--- config.mk ---
export PLATFORM = sky130hd
export DESIGN_NAME = cpu_run_ctrl
export DESIGN_NICKNAME = d
export VERILOG_FILES = /design/src/rtl/cpu_run_ctrl_pkg.sv /design/src/rtl/cpu_run_ctrl_switch_debounce.sv /design/src/rtl/cpu_run_ctrl.sv
export SDC_FILE = /design/constraint.sdc
export NUM_CORES = 1
export LEC_CHECK = 0
export BUFFER_PORTS_ARGS = -buffer_cell sky130_fd_sc_hd__buf_2
export CORE_MARGIN = 3
export CORE_UTILIZATION = 53
export DETAILED_ROUTE_END_ITERATION = 7
export HOLD_SLACK_MARGIN = 0.08
export PLACE_DENSITY = 0.82
export SETUP_SLACK_MARGIN = 0.02
export SLEW_MARGIN = 5
export SYNTH_ARGS = -nofsm -noshare
export SYNTH_HDL_FRONTEND = slang
export SYNTH_HIERARCHICAL = 1
export SYNTH_SLANG_ARGS = --single-unit
--- constraint.sdc ---
create_clock -name iClk -period 4.6 [get_ports iClk]
set_clock_uncertainty 0.1 [all_clocks]
set_input_delay 0.92 -clock iClk [delete_from_list [all_inputs] [get_ports iClk]]
set_output_delay 0.92 -clock iClk [all_outputs]
set_load 0.1 [all_outputs]
--- src/rtl/cpu_run_ctrl_pkg.sv ---
// Shared encodings for the run-control front-end: run modes, FSM states and
// the mapping from a requested mode to the state that serves it.
package cpu_run_ctrl_pkg;

   localparam int STATE_W = 3;

   typedef enum logic [1:0] {
      MODE_RUN   = 2'b00,
      MODE_STEP  = 2'b01,
      MODE_HALT  = 2'b10,
      MODE_LIMIT = 2'b11
   } mode_e;

   typedef enum logic [STATE_W-1:0] {
      S_RESET = 3'd0,
      S_RUN   = 3'd1,
      S_STEP  = 3'd2,
      S_HALT  = 3'd3,
      S_LIMIT = 3'd4,
      S_DONE  = 3'd5
   } state_e;

   function automatic state_e mode_state(input mode_e mode);
      state_e st;
      case (mode)
         MODE_RUN:   st = S_RUN;
         MODE_STEP:  st = S_STEP;
         MODE_HALT:  st = S_HALT;
         default:    st = S_LIMIT;
      endcase
      return st;
   endfunction

endpackage

--- src/rtl/cpu_run_ctrl_switch_debounce.sv ---
// One debounced switch channel: 2-flop synchroniser followed by a stability
// counter that only lets the output follow after DEB_CYCLES steady cycles.
module switch_debounce #(
   parameter int   DEB_CYCLES = 4,
   parameter logic RESET_VAL  = 1'b0
) (
   input  logic iClk,
   input  logic iRst_n,
   input  logic iEn,
   input  logic iSwitch,
   output logic oSwitch
);

   localparam int               CNT_W    = $clog2(DEB_CYCLES + 1);
   localparam logic [CNT_W-1:0] CNT_LAST = CNT_W'(DEB_CYCLES - 1);

   logic [1:0]       r_sync;
   logic [CNT_W-1:0] r_cnt;
   logic             r_out;

   // NOTE: state is updated with non-blocking assignments so every flop
   // samples the values from before the edge, independent of statement order.
   always_ff @(posedge iClk or negedge iRst_n) begin
      if (!iRst_n) begin
         r_sync <= {2{RESET_VAL}};
         r_cnt  <= '0;
         r_out  <= RESET_VAL;
      end else begin
         r_sync <= {r_sync[0], iSwitch};
         // On one bit, a change of the synced value while it differs from the
         // output makes it equal again, so this also covers the restart case.
         if (!iEn || (r_sync[1] == r_out)) begin
            r_cnt <= '0;
         end else if (r_cnt == CNT_LAST) begin
            r_out <= r_sync[1];
            r_cnt <= '0;
         end else begin
            r_cnt <= r_cnt + CNT_W'(1);
         end
      end
   end

   assign oSwitch = r_out;

endmodule

--- src/rtl/cpu_run_ctrl.sv ---
// Run-control front-end for the processor cores: core reset sequencing,
// divided clock-enable, run/step/halt/limit modes and switch debouncing.
module cpu_run_ctrl
   import cpu_run_ctrl_pkg::*;
#(
   parameter int                  SW_WIDTH   = 8,
   parameter int                  DEB_CYCLES = 4,
   parameter int                  RST_HOLD   = 2,
   parameter int                  DIV_W      = 8,
   parameter int                  CYC_W      = 32,
   parameter logic [SW_WIDTH-1:0] SW_RESET   = '0
) (
   input  logic                iClk,
   input  logic                iRst_n,
   input  logic [SW_WIDTH-1:0] iSwitch,
   input  logic [1:0]          iMode,
   input  logic                iStep,
   input  logic [DIV_W-1:0]    iDiv,
   input  logic [CYC_W-1:0]    iLimit,
   output logic                oCoreRst_n,
   output logic                oCoreEn,
   output logic [SW_WIDTH-1:0] oSwitch,
   output logic [CYC_W-1:0]    oCycles,
   output logic                oDone,
   output logic [STATE_W-1:0]  oState
);

   localparam int                HOLD_W    = $clog2(RST_HOLD + 1);
   localparam logic [HOLD_W-1:0] HOLD_LAST = HOLD_W'(RST_HOLD - 1);

   logic [1:0]        r_rst_sync;
   logic [HOLD_W-1:0] r_hold_cnt;
   logic              r_core_rst_n;
   logic [DIV_W-1:0]  r_div_cnt;
   logic              r_step_q;
   logic              r_step_pend;
   logic              r_core_en;
   logic [CYC_W-1:0]  r_cycles;
   state_e            r_state;

   logic              w_rst_sync;
   logic              w_release;
   logic              w_tick;
   logic              w_step_edge;
   logic              w_en_nxt;
   state_e            w_mode_state;
   state_e            w_state_nxt;

   assign w_rst_sync = r_rst_sync[1];
   assign w_release  = w_rst_sync && !r_core_rst_n && (r_hold_cnt == HOLD_LAST);

   // Core reset asserts with iRst_n and releases RST_HOLD cycles after the
   // synchronised reset goes high.
   always_ff @(posedge iClk or negedge iRst_n) begin
      if (!iRst_n) begin
         r_rst_sync   <= '0;
         r_hold_cnt   <= '0;
         r_core_rst_n <= 1'b0;
      end else begin
         r_rst_sync <= {r_rst_sync[0], 1'b1};
         if (w_release) begin
            r_core_rst_n <= 1'b1;
         end else if (w_rst_sync && !r_core_rst_n) begin
            r_hold_cnt <= r_hold_cnt + HOLD_W'(1);
         end
      end
   end

   // Compare is >= so that lowering iDiv below the running count ticks at once.
   assign w_tick = r_core_rst_n && (r_div_cnt >= iDiv);

   always_ff @(posedge iClk or negedge iRst_n) begin
      if (!iRst_n) begin
         r_div_cnt <= '0;
      end else if (!r_core_rst_n || w_tick) begin
         r_div_cnt <= '0;
      end else begin
         r_div_cnt <= r_div_cnt + DIV_W'(1);
      end
   end

   assign w_step_edge  = iStep && !r_step_q;
   assign w_mode_state = mode_state(mode_e'(iMode));

   // NOTE: every output of this block gets a default before the case, so no
   // path leaves a value unassigned and no latch is inferred.
   always_comb begin
      w_state_nxt = r_state;
      w_en_nxt    = 1'b0;
      case (r_state)
         S_RESET: begin
            if (w_release) w_state_nxt = w_mode_state;
         end
         S_RUN: begin
            w_en_nxt    = w_tick;
            w_state_nxt = w_mode_state;
         end
         S_STEP: begin
            w_en_nxt    = w_tick && r_step_pend;
            w_state_nxt = w_mode_state;
         end
         S_HALT: begin
            w_state_nxt = w_mode_state;
         end
         S_LIMIT: begin
            w_en_nxt = w_tick && (r_cycles < iLimit);
            // A limit already passed on entry completes immediately.
            if (r_cycles >= iLimit) w_state_nxt = S_DONE;
            else                    w_state_nxt = w_mode_state;
         end
         S_DONE: begin
            w_state_nxt = S_DONE;
         end
         default: begin
            w_state_nxt = S_RESET;
         end
      endcase
   end

   // oCycles advances on the same edge that raises oCoreEn, so LIMIT sees the
   // count including the pulse in flight and never overshoots.
   always_ff @(posedge iClk or negedge iRst_n) begin
      if (!iRst_n) begin
         r_state     <= S_RESET;
         r_core_en   <= 1'b0;
         r_cycles    <= '0;
         r_step_q    <= 1'b0;
         r_step_pend <= 1'b0;
      end else begin
         r_state   <= w_state_nxt;
         r_core_en <= w_en_nxt;
         r_step_q  <= iStep;
         if (w_en_nxt && (r_cycles != '1)) r_cycles <= r_cycles + CYC_W'(1);
         if ((r_state != S_STEP) || (w_state_nxt != S_STEP) || w_en_nxt) begin
            r_step_pend <= 1'b0;
         end else if (w_step_edge) begin
            r_step_pend <= 1'b1;
         end
      end
   end

   for (genvar g = 0; g < SW_WIDTH; g++) begin : g_deb
      switch_debounce #(
         .DEB_CYCLES (DEB_CYCLES),
         .RESET_VAL  (SW_RESET[g])
      ) u_deb (
         .iClk    (iClk),
         .iRst_n  (iRst_n),
         .iEn     (w_rst_sync),
         .iSwitch (iSwitch[g]),
         .oSwitch (oSwitch[g])
      );
   end

   assign oCoreRst_n = r_core_rst_n;
   assign oCoreEn    = r_core_en;
   assign oCycles    = r_cycles;
   assign oDone      = (r_state == S_DONE);
   assign oState     = r_state;

endmodule

# [After elaboration in Yosys (flattened, before gate mapping)]
# Cells that the tools add are included.
[word_totals] register_bits=99 out_inout_bits=46 word_cells=141
[classes] add_sub_neg=11 magnitude_cmp=3 n_eq_ne=27 n_mux=24 bitwise_logic=9 reduce_logical=34
[ops] operator="3-bit 2-to-1 mux" n=18
[ops] operator="32-bit by 1-bit adder with 32-bit output, second input constant" n=1
[ops] operator="32-bit greater-or-equal comparator" n=1
[ops] operator="32-bit < comparator" n=1
[ops] operator="32-bit != test, second input constant" n=1
[ops] operator="3-bit by 2-bit == test with 1-bit output, second input constant" n=10
[ops] operator="3-bit by 1-bit adder with 3-bit output, second input constant" n=8
[ops] operator="2-bit AND reduction" n=9
[ops] operator="3-bit case mux with 4 select lines" n=1
[ops] operator="1-bit logical OR" n=11
[ops] operator="1-bit inverter" n=9
[ops] operator="3-bit case mux with 3 select lines" n=1
[ops] operator="8-bit by 1-bit adder with 8-bit output, second input constant" n=1
[ops] operator="1-bit == test" n=8
[ops] operator="8-bit greater-or-equal comparator" n=1
[ops] operator="8-bit 2-to-1 mux" n=1
[ops] operator="1-bit logical AND" n=7
[ops] operator="3-bit == test, second input constant" n=2
[ops] operator="3-bit by 2-bit != test with 1-bit output, second input constant" n=2
[ops] operator="2-bit by 1-bit == test with 1-bit output, second input constant" n=2
[ops] operator="3-bit by 1-bit == test with 1-bit output, second input constant" n=1
[ops] operator="1-bit zero test" n=3
[ops] operator="3-bit zero test" n=1
[ops] operator="1-bit case mux with 3 select lines" n=1
[ops] operator="6 further kinds" n=7

# [Depth between registers and ports, before layout]
[logic_depth] word_depth=9 depth_mapped=10

# [Cells and area by module]
# The synthesis kept the hierarchy.
[modules_own_cells] mod="cpu_run_ctrl" n_inst=1 cells_each=377 area_per_inst_um2=3493.4 seq_area_each_um2=1276.2
[modules_own_cells] mod="switch_debounce" n_inst=8 cells_each=14 area_per_inst_um2=239.0 seq_area_each_um2=150.1

# [Least setup slack after synthesis]
# OpenSTA, ideal clock, no wires.
[synth_timing] path_kind="reg2reg" from="reg r_cycles[13] (netlist: oCycles[13])" to="reg r_cycles[26] (netlist: oCycles[26])" setup_ns=0.160 arrival_time_ns=2.949 required_ns=4.340 slack_ns=1.391 path_stages_with_launch=9 path_buffers=0 cell_sequence="dfrtp_1 > ha_1 > a21o_1 > a311oi_1 > o221ai_1 > o21ai_1 > a41oi_2 > or4b_1 > xnor2_1"
[synth_via] elab_chain_len=4 elab_cells_between_ends=6
[synth_lines] item="from (decl)" line_no="cpu_run_ctrl.sv:38" rtl="logic [CYC_W-1:0] r_cycles;"
[synth_lines] item="from (signal assigned)" line_no="cpu_run_ctrl.sv:133" rtl="if (w_en_nxt && (r_cycles != '1)) r_cycles <= r_cycles + CYC_W'(1);"
[synth_lines] item="32-bit < comparator" line_no="cpu_run_ctrl.sv:106" rtl="w_en_nxt = w_tick && (r_cycles < iLimit);"
[synth_lines] item="1-bit logical AND" line_no="cpu_run_ctrl.sv:106"
[synth_lines] item="1-bit case mux with 3 select lines" line_no="cpu_run_ctrl.sv:90" rtl="case (r_state)"
[synth_lines] item="1-bit logical AND" line_no="cpu_run_ctrl.sv:133"
# Parallel ways exist; a longest one is shown, timed or not.
# A chain may end at the register's enable or synchronous reset.

# [Worst setup path after layout]
[layout_timing] from="in iLimit[13]" to="reg r_cycles[31] (netlist: oCycles[31])"
[layout_via] elab_chain_len=4
[layout_lines] item="from (decl)" line_no="cpu_run_ctrl.sv:19" rtl="input logic [CYC_W-1:0] iLimit,"
[layout_lines] item="32-bit < comparator" line_no="cpu_run_ctrl.sv:106"
[layout_lines] item="1-bit logical AND" line_no="cpu_run_ctrl.sv:106"
[layout_lines] item="1-bit case mux with 3 select lines" line_no="cpu_run_ctrl.sv:90"
[layout_lines] item="1-bit logical AND" line_no="cpu_run_ctrl.sv:133"
# Every way passes these cells.

==> flow_summary.ini <==
[status]
status = finished, final reports clean

[clock_network]
cts_resized = 0
postCtsSetupRepairBufs = 0
clk_latency_ps = 380
cts-root-buf = clkbuf_8
cts_buffer_depth = 2
clk_pin_slew_ps = 100
htreeDepth = 3
cts_tree = done
postCtsHoldBufs = 0
cts_buffers = 9
cts.sinks = 99

[timing]
slew_violations = 0
slew_headroom_pct = 36.0
setup_viol = 0
fmax_ghz = 0.297
tightest_slew_ps = 960
fin_crit_sh_pct = 73.3
setup_tns_ps = 0
fin_crit_ps = 3370
rsz0062_at_grt = false
hold_violations = 0

[final_layout]
design_area_um2 = 6240
drive_gt1_share_pct = 28.0
n_antenna_cell = 0
area_growth_pct = 15.5
layout.nets = 703
layout.cells.non_filler = 734
nFillCells = 788

[synthesis]
synth_most_common_cell = dfrtp_1
synth-edff-count = 0
yosysTopAreaCell = dfrtp_1
ys.flop_type = dfrtp_1
synthCells = 489
synth_area_per_cell_um2 = 11.1
synth_common_cells = dfrtp_1, ha_1, inv_1, xor2_1
seq_area_frac_synth_pct = 45.8
synth_area_leaders = dfrtp_1, ha_1, xor2_1, and4bb_2, inv_1
ys_warn_count = 6
syn_area_um2 = 5410
async_flop_share_pct = 100
ys_seq_elements = 99
syn-num-nets = 596
netlist.area_leader.share_pct = 45.8
synth.distinct_cells = 52

[detailed_routing]
drc = 0
post_drt_wl_per_cell_um = 15.2
vias = 4077
vias_per_cell = 5.55
drt_wl_total_mm = 11.1
detail_route.iter0.violations = 132
first_pass_iters = 4
detail-route-antenna-nets = 0

[place]
portBuffers = 98
dp_cells = 718
dpl_cell_area_um2 = 6060
hpwl_mm = 8.39
gp_congestion = 0.876

[setup_path]
cp_cell_sequence = buf_2 -> inv_1 -> ha_1 -> nand4_1 -> or4_1 -> a21oi_1 -> o21ai_1 -> a41oi_2 -> buf_4 -> nor4_1 -> xor2_1
cp.required_ps = 4750
worstPathMaxFanout = 21
cpLargestDelayFamily = simple AND/OR/NAND/NOR gates
cp.arrival_ps = 3530
critPathMaxStageDelay_ps = 620
worst-r2r-cell-count = 9
startpoint_type = input port
r2r-end = oCycles[31]
critical_path_class = in2reg
r2r_start = oCycles[13]
crit_path_end_kind = register
slowest_stage = or4_1
reg2reg_slack_ps = 1370
path_buf_inv = 3

[min_path]
holdPathEnd = g_deb[1].u_deb/r_sync[1]
holdPathStages = 0
min-delay-start = g_deb[1].u_deb/r_sync[0]
hp-class = reg2reg

[die]
fp-row-count = 36
start_util_pct = 54.8
dieArea_um2 = 11400
num_io_pins = 99
core_um2 = 9860
die_w_um = 107
die_y_um = 107

[global_routing]
antenna_found_initial = 0
grt_pass1_wl_mm = 18.9
grt_max_degree = 79
grt_use_total_pct = 20.6
grt-ovfl-total = 0
grt_pass1_vias = 4221

[pwr]
switchingPower_uw = 890
power_frac_clock_pct = 23.4
p_leak_nw = 3.36
internal_power_mw = 1.39
vdd_drop_max_v = 0.000242
power_switching_share_pct = 39.1
power_frac_comb_pct = 29.9
p_seq_share_pct = 46.7
p_per_area_nw_per_um2 = 365

[flow_run]
maxCapViolations = 0
-- final cells by class --
class / instances / area, um2 / share of cell area, %
clock buffer: 9 / 124 / 1.98
clock inverter: 7 / 58.8 / 0.942
inverter: 48 / 180 / 2.89
multi-input combinational: 338 / 2730 / 43.7
sequential: 99 / 2480 / 39.7
tap: 133 / 166 / 2.67
timing repair buffer: 100 / 508 / 8.14
-- flip-flops by register name, indices dropped and copies added, names as in the netlist --
register / cells
r_rst_sync: 2
r_hold_cnt: 2
oCoreRst_n: 1
oCycles: 32
r_div_cnt: 8
r_step_pend: 1
oState: 3
g_deb.u_deb/oSwitch: 8
g_deb.u_deb/r_cnt: 24
r_step_q: 1
g_deb.u_deb/r_sync: 16
oCoreEn: 1
-- logic make-up after synthesis --
| group | share of synthesized area, % |
|---|---|
| other cells | 0.0694 |
| fa+ha+maj | 12.5 |
| simple gates | 23.3 |
| buf+inv | 3.70 |
| xor+xnor | 7.45 |
| mux | 1.88 |
| compound gates | 5.26 |
| flops | 45.8 |
-- how the worst max path moves through the flow --
stage                     start     endpoint  depth (start not counted)
floorplan           oCycles[13]  oCycles[26]                          8
global placement     iLimit[14]  oCycles[31]                         11
detailed placement   iLimit[13]  oCycles[16]                         11
CTS                  iLimit[13]  oCycles[31]                         11
global route         iLimit[13]  oCycles[14]                         11
finish               iLimit[13]  oCycles[31]                         11
-- metal layers --
layer	global-route usage, %	vias to the layer above	wire length, um
li1	-	1953	-
met3	4.82	29	563
met2	35.0	118	5540
met1	25.0	1977	4690
met4	9.32	0	331
met5	0	-	0
-- cell usage in the layout, fill, tap and decap left out, drive strengths merged, types with 2 or more instances in the layout --
master,Yosys,layout
xor2,30,30
inv,48,52
nand2b,2,2
nor2b,4,4
nor3b,7,7
ha,54,54
nand3,17,17
and2,3,3
xnor2,16,16
nand2,22,22
nor2,23,23
o21a,4,4
nor4,9,9
clkbuf,0,9
nand3b,9,9
nor4b,12,12
o21ai,14,14
a21oi,16,16
and2b,8,8
or2,3,3
mux2,9,9
nor3,14,14
clkinv,0,3
nand4,17,17
or3,2,2
and3,8,8
buf,4,100
and4bb,16,16
dfrtp,99,99
-- power groups by stage --
stage	combinational [mW]	sequential [mW]	clock [mW]
finish	0.680	1.06	0.534
floorplan	0.329	1.26	0
detailed placement	0.682	1.08	0
global route	0.750	1.08	0.588
CTS	0.686	1.06	0.550
global placement	0.652	1.07	0
-- per-stage QoR --
stage / util [%] / total power [mW] / hold slack, ps / setup WS, ps
after floorplan: - / 1.59 / 231 / 1390
after global placement: 61.4 / 1.72 / 233 / 1020
after detailed placement: 61.4 / 1.76 / 239 / 870
after CTS: 63.3 / 2.30 / 259 / 1280
after global routing: 63.3 / 2.41 / 256 / 991
final: 63.3 / 2.28 / 254 / 1230
(Power assumes the default switching activity.)
